### src/rtl/aes_core_scheduler_pkg.sv
// aes_core_scheduler_pkg: shared stage encodings, job length, FSM states and key-index bounds
package aes_core_scheduler_pkg;
    localparam int AES_STAGES = 40;
    localparam int KW = $clog2(AES_STAGES);
    localparam logic [3:0] KEY_FIRST = 4'd0;
    localparam logic [3:0] KEY_LAST = 4'd10;
    typedef enum logic [1:0] {
        OP_ADD   = 2'b00,
        OP_SUB   = 2'b01,
        OP_SHIFT = 2'b10,
        OP_MIX   = 2'b11
    } stage_op_e;
    typedef enum logic [2:0] {
        IDLE,
        GRANT,
        ISSUE,
        WAIT,
        RESULT
    } state_e;
endpackage

### src/rtl/aes_core_scheduler_if.sv
// aes_core_scheduler_if: requester, result and stage-core signals of the scheduler
interface aes_core_scheduler_if;
    logic         Req0;
    logic         Req1;
    logic         Dir0;
    logic         Dir1;
    logic [127:0] Din0;
    logic [127:0] Din1;
    logic         Gnt0;
    logic         Gnt1;
    logic [127:0] Dout;
    logic         DoutId;
    logic         DoutVld;
    logic         DoutErr;
    logic         DoutAck;
    logic         StageEn;
    logic [1:0]   StageOp;
    logic         StageInv;
    logic [3:0]   SelKey;
    logic [127:0] Text;
    logic         StageDone;
    logic [127:0] ModifiedText;
    modport master (
        input  Req0, Req1, Dir0, Dir1, Din0, Din1, DoutAck, StageDone, ModifiedText,
        output Gnt0, Gnt1, Dout, DoutId, DoutVld, DoutErr, StageEn, StageOp, StageInv, SelKey, Text
    );
    modport slave (
        output Req0, Req1, Dir0, Dir1, Din0, Din1, DoutAck, StageDone, ModifiedText,
        input  Gnt0, Gnt1, Dout, DoutId, DoutVld, DoutErr, StageEn, StageOp, StageInv, SelKey, Text
    );
endinterface

### src/rtl/aes_stage_rom.sv
// aes_stage_rom: maps stage index and direction to the core operation and the most recent round-key index
module aes_stage_rom
    import aes_core_scheduler_pkg::*;
(
    input  logic [KW-1:0] k,
    input  logic          dir,
    output stage_op_e     op,
    output logic [3:0]    sel_key
);
    logic [KW-1:0] idx;
    logic [3:0]    rnd;
    logic [1:0]    pos;
    logic          first;
    logic          enc_add;
    // after stage 0 the job is rounds of four slots; the last round drops its Mix slot
    always_comb begin
        idx = k - KW'(1);
        rnd = idx[KW-1:2];
        pos = idx[1:0];
        first = (k == '0);
        enc_add = (pos == 2'd3) || (rnd == 4'd9 && pos == 2'd2);
        op = first ? OP_ADD :
             dir   ? (pos == 2'd0 ? OP_SHIFT : pos == 2'd1 ? OP_SUB : pos == 2'd2 ? OP_ADD : OP_MIX) :
                     (pos == 2'd0 ? OP_SUB : pos == 2'd1 ? OP_SHIFT : enc_add ? OP_ADD : OP_MIX);
        sel_key = first ? (dir ? KEY_LAST : KEY_FIRST) :
                  dir   ? (pos[1] ? KEY_LAST - 4'd1 - rnd : KEY_LAST - rnd) :
                          (enc_add ? rnd + 4'd1 : rnd);
    end
endmodule

### src/rtl/aes_core_scheduler.sv
// aes_core_scheduler: round-robin arbiter sequencing two requesters' blocks through a shared AES stage core
module aes_core_scheduler
    import aes_core_scheduler_pkg::*;
#(
    parameter int STAGE_TIMEOUT = 16
) (
    input logic Clk,
    input logic Rst,
    aes_core_scheduler_if.master bus
);
    localparam int TW = $clog2(STAGE_TIMEOUT + 1);
    state_e        state;
    state_e        state_nxt;
    stage_op_e     op;
    logic [KW-1:0] k;
    logic [TW-1:0] wait_cnt;
    logic [127:0]  text;
    logic [3:0]    sel_key;
    logic          win;
    logic          win_nxt;
    logic          last;
    logic          owner;
    logic          inv;
    logic          err;
    logic          last_stage;
    logic          timeout;
    aes_stage_rom u_rom (
        .k      (k),
        .dir    (inv),
        .op     (op),
        .sel_key(sel_key)
    );
    assign win_nxt = (bus.Req0 && bus.Req1) ? ~last : bus.Req1;
    assign last_stage = (k == KW'(AES_STAGES - 1));
    assign timeout = (wait_cnt == TW'(STAGE_TIMEOUT - 1));
    assign bus.StageOp = op;
    assign bus.SelKey = sel_key;
    assign bus.StageInv = inv;
    assign bus.Text = text;
    assign bus.DoutId = owner;
    assign bus.DoutErr = (state == RESULT) && err;
    assign bus.Dout = (state == RESULT && !err) ? text : '0;
    // state register
    always_ff @(posedge Clk or posedge Rst) begin
        if (Rst) state <= IDLE;
        else state <= state_nxt;
    end
    // next state and single-cycle strobes
    always_comb begin
        state_nxt = state;
        bus.Gnt0 = 1'b0;
        bus.Gnt1 = 1'b0;
        bus.StageEn = 1'b0;
        bus.DoutVld = 1'b0;
        case (state)
            IDLE: state_nxt = (bus.Req0 || bus.Req1) ? GRANT : IDLE;
            GRANT: begin
                bus.Gnt0 = ~win;
                bus.Gnt1 = win;
                state_nxt = ISSUE;
            end
            ISSUE: begin
                bus.StageEn = 1'b1;
                state_nxt = WAIT;
            end
            WAIT: state_nxt = bus.StageDone ? (last_stage ? RESULT : ISSUE) : (timeout ? RESULT : WAIT);
            RESULT: begin
                bus.DoutVld = 1'b1;
                state_nxt = bus.DoutAck ? IDLE : RESULT;
            end
            default: state_nxt = IDLE;
        endcase
    end
    // job datapath: winner, operand, stage counter and stall timer
    always_ff @(posedge Clk or posedge Rst) begin
        if (Rst) begin
            k <= '0;
            wait_cnt <= '0;
            text <= '0;
            win <= 1'b0;
            last <= 1'b1;
            owner <= 1'b0;
            inv <= 1'b0;
            err <= 1'b0;
        end else begin
            case (state)
                IDLE: win <= win_nxt;
                GRANT: begin
                    text <= win ? bus.Din1 : bus.Din0;
                    inv <= win ? bus.Dir1 : bus.Dir0;
                    owner <= win;
                    last <= win;
                    k <= '0;
                    err <= 1'b0;
                end
                ISSUE: wait_cnt <= '0;
                WAIT: begin
                    if (bus.StageDone) begin
                        text <= bus.ModifiedText;
                        if (!last_stage) k <= k + KW'(1);
                    end else if (timeout) begin
                        err <= 1'b1;
                    end else begin
                        wait_cnt <= wait_cnt + TW'(1);
                    end
                end
                default: ;
            endcase
        end
    end
endmodule

### src/flat_wrapper.sv
// flat-port wrapper written by rule: the top's interface ports become plain ports
module aes_core_scheduler_flat import aes_core_scheduler_pkg::*;
#(
    parameter int STAGE_TIMEOUT = 16
)
  (Clk, Rst, bus_Req0, bus_Req1, bus_Dir0, bus_Dir1, bus_Din0, bus_Din1, bus_DoutAck, bus_StageDone, bus_ModifiedText, bus_Gnt0, bus_Gnt1, bus_Dout, bus_DoutId, bus_DoutVld, bus_DoutErr, bus_StageEn, bus_StageOp, bus_StageInv, bus_SelKey, bus_Text);
  aes_core_scheduler_if bus_i ();
  input logic Clk;
  input logic Rst;
  input wire logic [$bits(bus_i.Req0)-1:0] bus_Req0;
  input wire logic [$bits(bus_i.Req1)-1:0] bus_Req1;
  input wire logic [$bits(bus_i.Dir0)-1:0] bus_Dir0;
  input wire logic [$bits(bus_i.Dir1)-1:0] bus_Dir1;
  input wire logic [$bits(bus_i.Din0)-1:0] bus_Din0;
  input wire logic [$bits(bus_i.Din1)-1:0] bus_Din1;
  input wire logic [$bits(bus_i.DoutAck)-1:0] bus_DoutAck;
  input wire logic [$bits(bus_i.StageDone)-1:0] bus_StageDone;
  input wire logic [$bits(bus_i.ModifiedText)-1:0] bus_ModifiedText;
  output wire logic [$bits(bus_i.Gnt0)-1:0] bus_Gnt0;
  output wire logic [$bits(bus_i.Gnt1)-1:0] bus_Gnt1;
  output wire logic [$bits(bus_i.Dout)-1:0] bus_Dout;
  output wire logic [$bits(bus_i.DoutId)-1:0] bus_DoutId;
  output wire logic [$bits(bus_i.DoutVld)-1:0] bus_DoutVld;
  output wire logic [$bits(bus_i.DoutErr)-1:0] bus_DoutErr;
  output wire logic [$bits(bus_i.StageEn)-1:0] bus_StageEn;
  output wire logic [$bits(bus_i.StageOp)-1:0] bus_StageOp;
  output wire logic [$bits(bus_i.StageInv)-1:0] bus_StageInv;
  output wire logic [$bits(bus_i.SelKey)-1:0] bus_SelKey;
  output wire logic [$bits(bus_i.Text)-1:0] bus_Text;
  assign bus_i.Req0 = bus_Req0;
  assign bus_i.Req1 = bus_Req1;
  assign bus_i.Dir0 = bus_Dir0;
  assign bus_i.Dir1 = bus_Dir1;
  assign bus_i.Din0 = bus_Din0;
  assign bus_i.Din1 = bus_Din1;
  assign bus_i.DoutAck = bus_DoutAck;
  assign bus_i.StageDone = bus_StageDone;
  assign bus_i.ModifiedText = bus_ModifiedText;
  assign bus_Gnt0 = bus_i.Gnt0;
  assign bus_Gnt1 = bus_i.Gnt1;
  assign bus_Dout = bus_i.Dout;
  assign bus_DoutId = bus_i.DoutId;
  assign bus_DoutVld = bus_i.DoutVld;
  assign bus_DoutErr = bus_i.DoutErr;
  assign bus_StageEn = bus_i.StageEn;
  assign bus_StageOp = bus_i.StageOp;
  assign bus_StageInv = bus_i.StageInv;
  assign bus_SelKey = bus_i.SelKey;
  assign bus_Text = bus_i.Text;
  aes_core_scheduler #(.STAGE_TIMEOUT(STAGE_TIMEOUT)) u_core (.Clk(Clk), .Rst(Rst), .bus(bus_i));
endmodule
### config.mk
export PLATFORM = sky130hd
export DESIGN_NAME = aes_core_scheduler_flat
export DESIGN_NICKNAME = d
export VERILOG_FILES = /design/src/rtl/aes_core_scheduler_pkg.sv /design/src/rtl/aes_core_scheduler_if.sv /design/src/rtl/aes_stage_rom.sv /design/src/rtl/aes_core_scheduler.sv /design/src/flat_wrapper.sv
export SDC_FILE = /design/constraint.sdc
export NUM_CORES = 1
export LEC_CHECK = 0
export ABC_CLOCK_PERIOD_IN_PS = 5500
export BUFFER_PORTS_ARGS = -buffer_cell sky130_fd_sc_hd__buf_2
export CORE_AREA = 5 5 256 258
export CTS_CLUSTER_DIAMETER = 80
export DETAILED_ROUTE_END_ITERATION = 8
export DIE_AREA = 0 0 261 263
export GPL_TIMING_DRIVEN = 0
export SYNTH_ARGS = -nofsm -noshare
export SYNTH_HDL_FRONTEND = slang
export SYNTH_SLANG_ARGS = --single-unit
### constraint.sdc
create_clock -name Clk -period 5.5 [get_ports Clk]
set_input_delay 0.275 -clock Clk [delete_from_list [all_inputs] [get_ports Clk]]
set_output_delay 0.275 -clock Clk [all_outputs]
set_load 0.02 [all_outputs]
# Word-level counts from Yosys, hierarchy flattened

Index checks and enable logic that the tools add are counted.
Widths: inputs -> output; s select.

Bits in registers: 147
Bits in latches: 0
Memory bits (writable): 0
Memory bits (read-only): 0
Input port bits: 392
Output and inout bits: 269
Memories kept: 0

Add/sub/neg operators: 6
$mul: 0
Divide/modulo/power cells: 0
Magnitude comparators: 0
Equal/unequal tests: 15
Shifts and indexed selects: 0
Multiplexer cells: 38
Bitwise logic cells: 2
Reductions and logical operators: 16

Operator list:

| cell                | number |
|---|---|
| $mux 128            | 3 |
| $pmux 128 s2        | 1 |
| $mux 4              | 5 |
| $mux 2              | 8 |
| $pmux 3 s5          | 1 |
| $mux 3              | 4 |
| $mux 6              | 2 |
| $pmux 6 s2          | 1 |
| $mux 5              | 2 |
| $pmux 5 s2          | 1 |
| $mux 1              | 9 |
| $reduce_and 3->1    | 3 |
| $ne 2x2->1 const B  | 4 |
| $sub 4x4->4 const A | 2 |
| $add 6x1->6 const B | 1 |
| $eq 3x2->1 const B  | 2 |
| $eq 6x6->1 const B  | 1 |
| $logic_not 6->1     | 1 |
| $sub 6x1->6 const B | 1 |
| $add 5x1->5 const B | 1 |
| $eq 5x4->1 const B  | 1 |
| $add 4x1->4 const B | 1 |
| $eq 2x2->1 const B  | 2 |
| $eq 4x4->1 const B  | 1 |
| other kinds (13)    | 19 |

# Longest topological paths before layout

Depth after elaboration: 9
Depth in mapped cells: 11
Gate-level depth less buffers: 10

# Hierarchy

A second synthesis with hierarchy kept.

Cells, all modules: 891
Area, all modules: 10744.1 um2

Modules (own cells, without submodules):

| module             | times used | cells each | area an instance (um2) | seq. area each (um2) |
|---|---|---|---|---|
| aes_core_scheduler | 1          | 814        | 10158.5                | 3679.8 |
| aes_stage_rom      | 1          | 77         | 585.6                  | 0.0 |

# Worst setup path after synthesis

No wires, ideal clock.

Path kind: register to output
Start: reg u_core.k[0]
End: out bus_SelKey[3]
Data arrival time: 2.715 ns
Data required time: 5.225 ns
Path slack: 2.510 ns
Stages on the path, launching flop included: 12
Buffers on the path: 1
Cells stage by stage: dfrtp_1 > clkbuf_1 > inv_1 > ha_1 > nor3b_1 > xnor2_1 > inv_1 > ha_1 > or4bb_1 > a31o_2 > a32oi_1 > o22a_1

Cells in the longest elaborated chain, start to end: 7
Elaborated cells between the ends (all ways): 14
Those cells by class: add/sub: 4; eq/ne: 3; mux: 4; reduce/logical: 3

Ends and longest elaborated chain:

| item                                                | RTL line                  | source |
|---|---|---|
| start: declaration                                  | aes_core_scheduler.sv:15  | `logic [KW-1:0] k;` |
| start signal: assignment                            | aes_core_scheduler.sv:100 | `if (!last_stage) k <= k + KW'(1);` |
| branches (longest 6 deep; another with $sub 6x1->6) | n/a                       |  |
| $mux 4 *                                            | aes_stage_rom.sv:25       | `sel_key = first ? (dir ? KEY_LAST : KEY_FIRST) :` |
| end: declaration                                    | flat_wrapper.sv:28        | `output wire logic [$bits(bus_i.SelKey)-1:0] bus_SelKey;` |

Every way passes the cells marked *.

# Final worst setup path

Same ends and word-level chain as after synthesis.

==> results.json <==
{
  "gr-total-overflow": 0,
  "antenna_found_initial": 11,
  "max_cap_viol_count": 0,
  "syn_nets": 1565,
  "grt_pass1_vias": 11200,
  "post-route-drc-count": 0,
  "fmaxAchievable_ghz": 0.258,
  "place_ws_ns": 2.13,
  "avgRoutedWirePerCell_um": 19.6,
  "track_usage_pct": 14.6,
  "path_cells": "clkbuf_1, inv_1, ha_1, nor3b_1, xnor2_1, inv_1, ha_1, or4bb_1, a31o_2, a32oi_1, o22a_1, buf_2",
  "r2r_start": "u_core.state[2]",
  "cp_max_fo": 9,
  "setup_viol": 0,
  "hp-start": "bus_Req1",
  "synth_warnings": 0,
  "grt_max_degree": 81,
  "ios": 661,
  "period_minus_slack_ns": 3.87,
  "rows": 92,
  "reg2reg_depth": 7,
  "cts_tree": "yes",
  "worst_slack_ns": 1.63,
  "cts-root-buf": "clkbuf_16",
  "vias": 11000,
  "startpoint_type": "flop",
  "critPathRequiredTime_ns": 5.22,
  "syn_area_per_cell_um2": 8.33,
  "finClkSkew_ns": 0.0113,
  "dpl.hpwl_um": 44300,
  "clk_pin_slew_ns": 0.07,
  "post_cts_resized": 0,
  "final_nets": 2247,
  "final_max_slew_viol_count": 0,
  "finalHoldViolations": 0,
  "power_density_mw_per_mm2": 491,
  "core_area_mm2": 0.0627,
  "reg2reg_to": "u_core.bus.Text[84]",
  "gp_congestion": 0.914,
  "area_delta_synth_final_pct": 52.1,
  "fin_crit_sh_pct": 70.4,
  "end_kind": "output port",
  "firstDrtPassIters": 5,
  "worst_pin_slew_ns": 1.13,
  "grt_pass1_wl_um": 73800,
  "viasPerCell": 4.08,
  "ant_nets": 0,
  "dieArea_mm2": 0.0686,
  "rsz0062_at_grt": "no",
  "layout_common_cells": "buf_2, dfrtp_1, nor2_1",
  "syn_inst": 1163,
  "io_buffers": 660,
  "hold_depth": 3,
  "cts_sinks": 147,
  "post-cts-setup-buffer-count": 0,
  "p_leak_nw": 7.95,
  "async_flop_share_pct": 100,
  "drtIter0Drc": 647,
  "initial_utilization_pct": 15.5,
  "hp-class": "in2reg",
  "outcome": "completed",
  "clock_latency_ns": 0.47,
  "ys.flop_type": "dfrtp_1",
  "reg2reg_setup_slack_ns": 2.81,
  "tns_ns": 0,
  "die_h_um": 263,
  "ir_drop_uv": 221,
  "slowest_stage": "or4bb_1",
  "arrival_ns": 3.60,
  "layout-drive-gt1-share_pct": 43.9,
  "maxSlewHeadroom_pct": 24.9,
  "crit_type": "reg2out",
  "cpPeakStageDelay_ns": 0.52,
  "synth_edf_count": 0,
  "cts_max_level": 4,
  "final_common_cell": "buf_2",
  "synth.ff_latch_count": 147,
  "clockBufferDepth": 2,
  "die_w_um": 261,
  "yosysSeqAreaShare_pct": 38.0,
  "numCtsBuffers": 17,
  "synth.cell_area_mm2": 0.00969,
  "hold_end": "u_core.win",
  "routed_wl_um": 53100,
  "synth_cell_types": 57
}
-- logic make-up (layout without fill, tap and decap cells) --
logic type | after synthesis | in the layout | synth area share [%]
compound gates | 295 | 295 | 17.6
xor+xnor | 9 | 9 | 0.813
fa+ha+maj | 10 | 10 | 1.29
buf+inv | 110 | 805 | 5.72
flops | 147 | 147 | 38.0
mux | 131 | 131 | 13.5
other cells | 0 | 4 | 0
simple gates | 461 | 461 | 23.1
-- worst max-delay path, delay by kind of cell (launching register included) --
kind	cells	cell delay [ns]
buffers and inverters	4	0.58
XOR/XNOR	1	0.14
flip-flops	1	0.42
adder cells (fa/ha/maj)	2	0.47
AND/OR/NAND/NOR	2	0.91
AO/OA/AOI/OAI	3	0.61
-- routing by layer --
metal	vias to the layer above	wire length (um)	global-route usage, %
met1	5122	21700	17.5
met2	523	25300	24.7
met5	-	40	0
met3	75	4070	3.89
met4	6	1940	6.04
li1	5312	-	-
-- report_power, final --
group | switching [mW] | internal [mW] | total (mW)
Clock | 0.527 | 0.754 | 1.28
Combinational | 2.60 | 1.32 | 3.92
Sequential | 0.482 | 1.56 | 2.04
Total | 3.61 | 3.63 | 7.24
-- how the worst max path moves through the flow --
stage                     cells after the start            endpoint   startpoint  slack (ns)
after floorplan                               1   u_core.bus.DoutId          Rst        1.28
after global placement                        2  u_core.wait_cnt[0]          Rst       -0.78
after detailed placement                     12       bus_SelKey[3]  u_core.k[0]        2.13
after CTS                                    12       bus_SelKey[3]  u_core.k[0]        1.59
after global routing                         12       bus_SelKey[3]  u_core.k[0]        1.38
final                                        12       bus_SelKey[3]  u_core.k[0]        1.63
-- timing repair --
action,in CTS,in global routing
hold endpoints to repair,68,0
endpoints found under the setup margin,0,0
hold buffers,2,0
-- registers in the layout, summed over array words and instances, names as in the netlist --
signal,cells
u_core.wait_cnt,5
u_core.bus.StageInv,1
u_core.bus.Text,128
u_core.last,1
u_core.win,1
u_core.err,1
u_core.k,6
u_core.bus.DoutId,1
u_core.state,3
-- cell type report --
class	instances	area, um^2
Inverter	12	50.0
Timing Repair Buffer	663	3350
Sequential cell	147	3680
Tap cell	846	1060
Buffer	98	510
Clock inverter	10	146
Multi-Input combinational cell	906	5460
Antenna cell	4	10.0
Fill cell	6998	48000
Clock buffer	22	474
-- Yosys cell counts (4+ instances only) --
master / count / area, um^2
o21ai_2: 40 / 350
ha_1: 10 / 125
a21oi_1: 134 / 671
nand3_1: 10 / 50.1
and2_1: 130 / 813
nor2_1: 145 / 544
nand2_1: 118 / 443
o21ai_0: 94 / 470
a31oi_1: 4 / 25.0
nand2_2: 30 / 188
xnor2_1: 6 / 52.6
inv_1: 12 / 45.0
clkbuf_1: 50 / 188
buf_2: 34 / 170
mux2i_1: 130 / 1300
dfrtp_1: 146 / 3650
nor3b_1: 4 / 30.0
clkbuf_2: 4 / 20.0
-- stage by stage --
step                      util, %  power (mW)  instances  hold slack [ns]  area [um^2]
after global routing         23.5        7.74       2706           0.0469        14700
final                        23.5        7.24       2708           0.0618        14700
after detailed placement     22.5        6.03       2670            0.400        14100
after CTS                    23.5        7.35       2704          0.00724        14700
after floorplan                 -        4.35       1163            0.384         9690
after global placement       22.4        5.98       2669            0.450        14100
No activity file was read; power rests on OpenSTA's default activity.
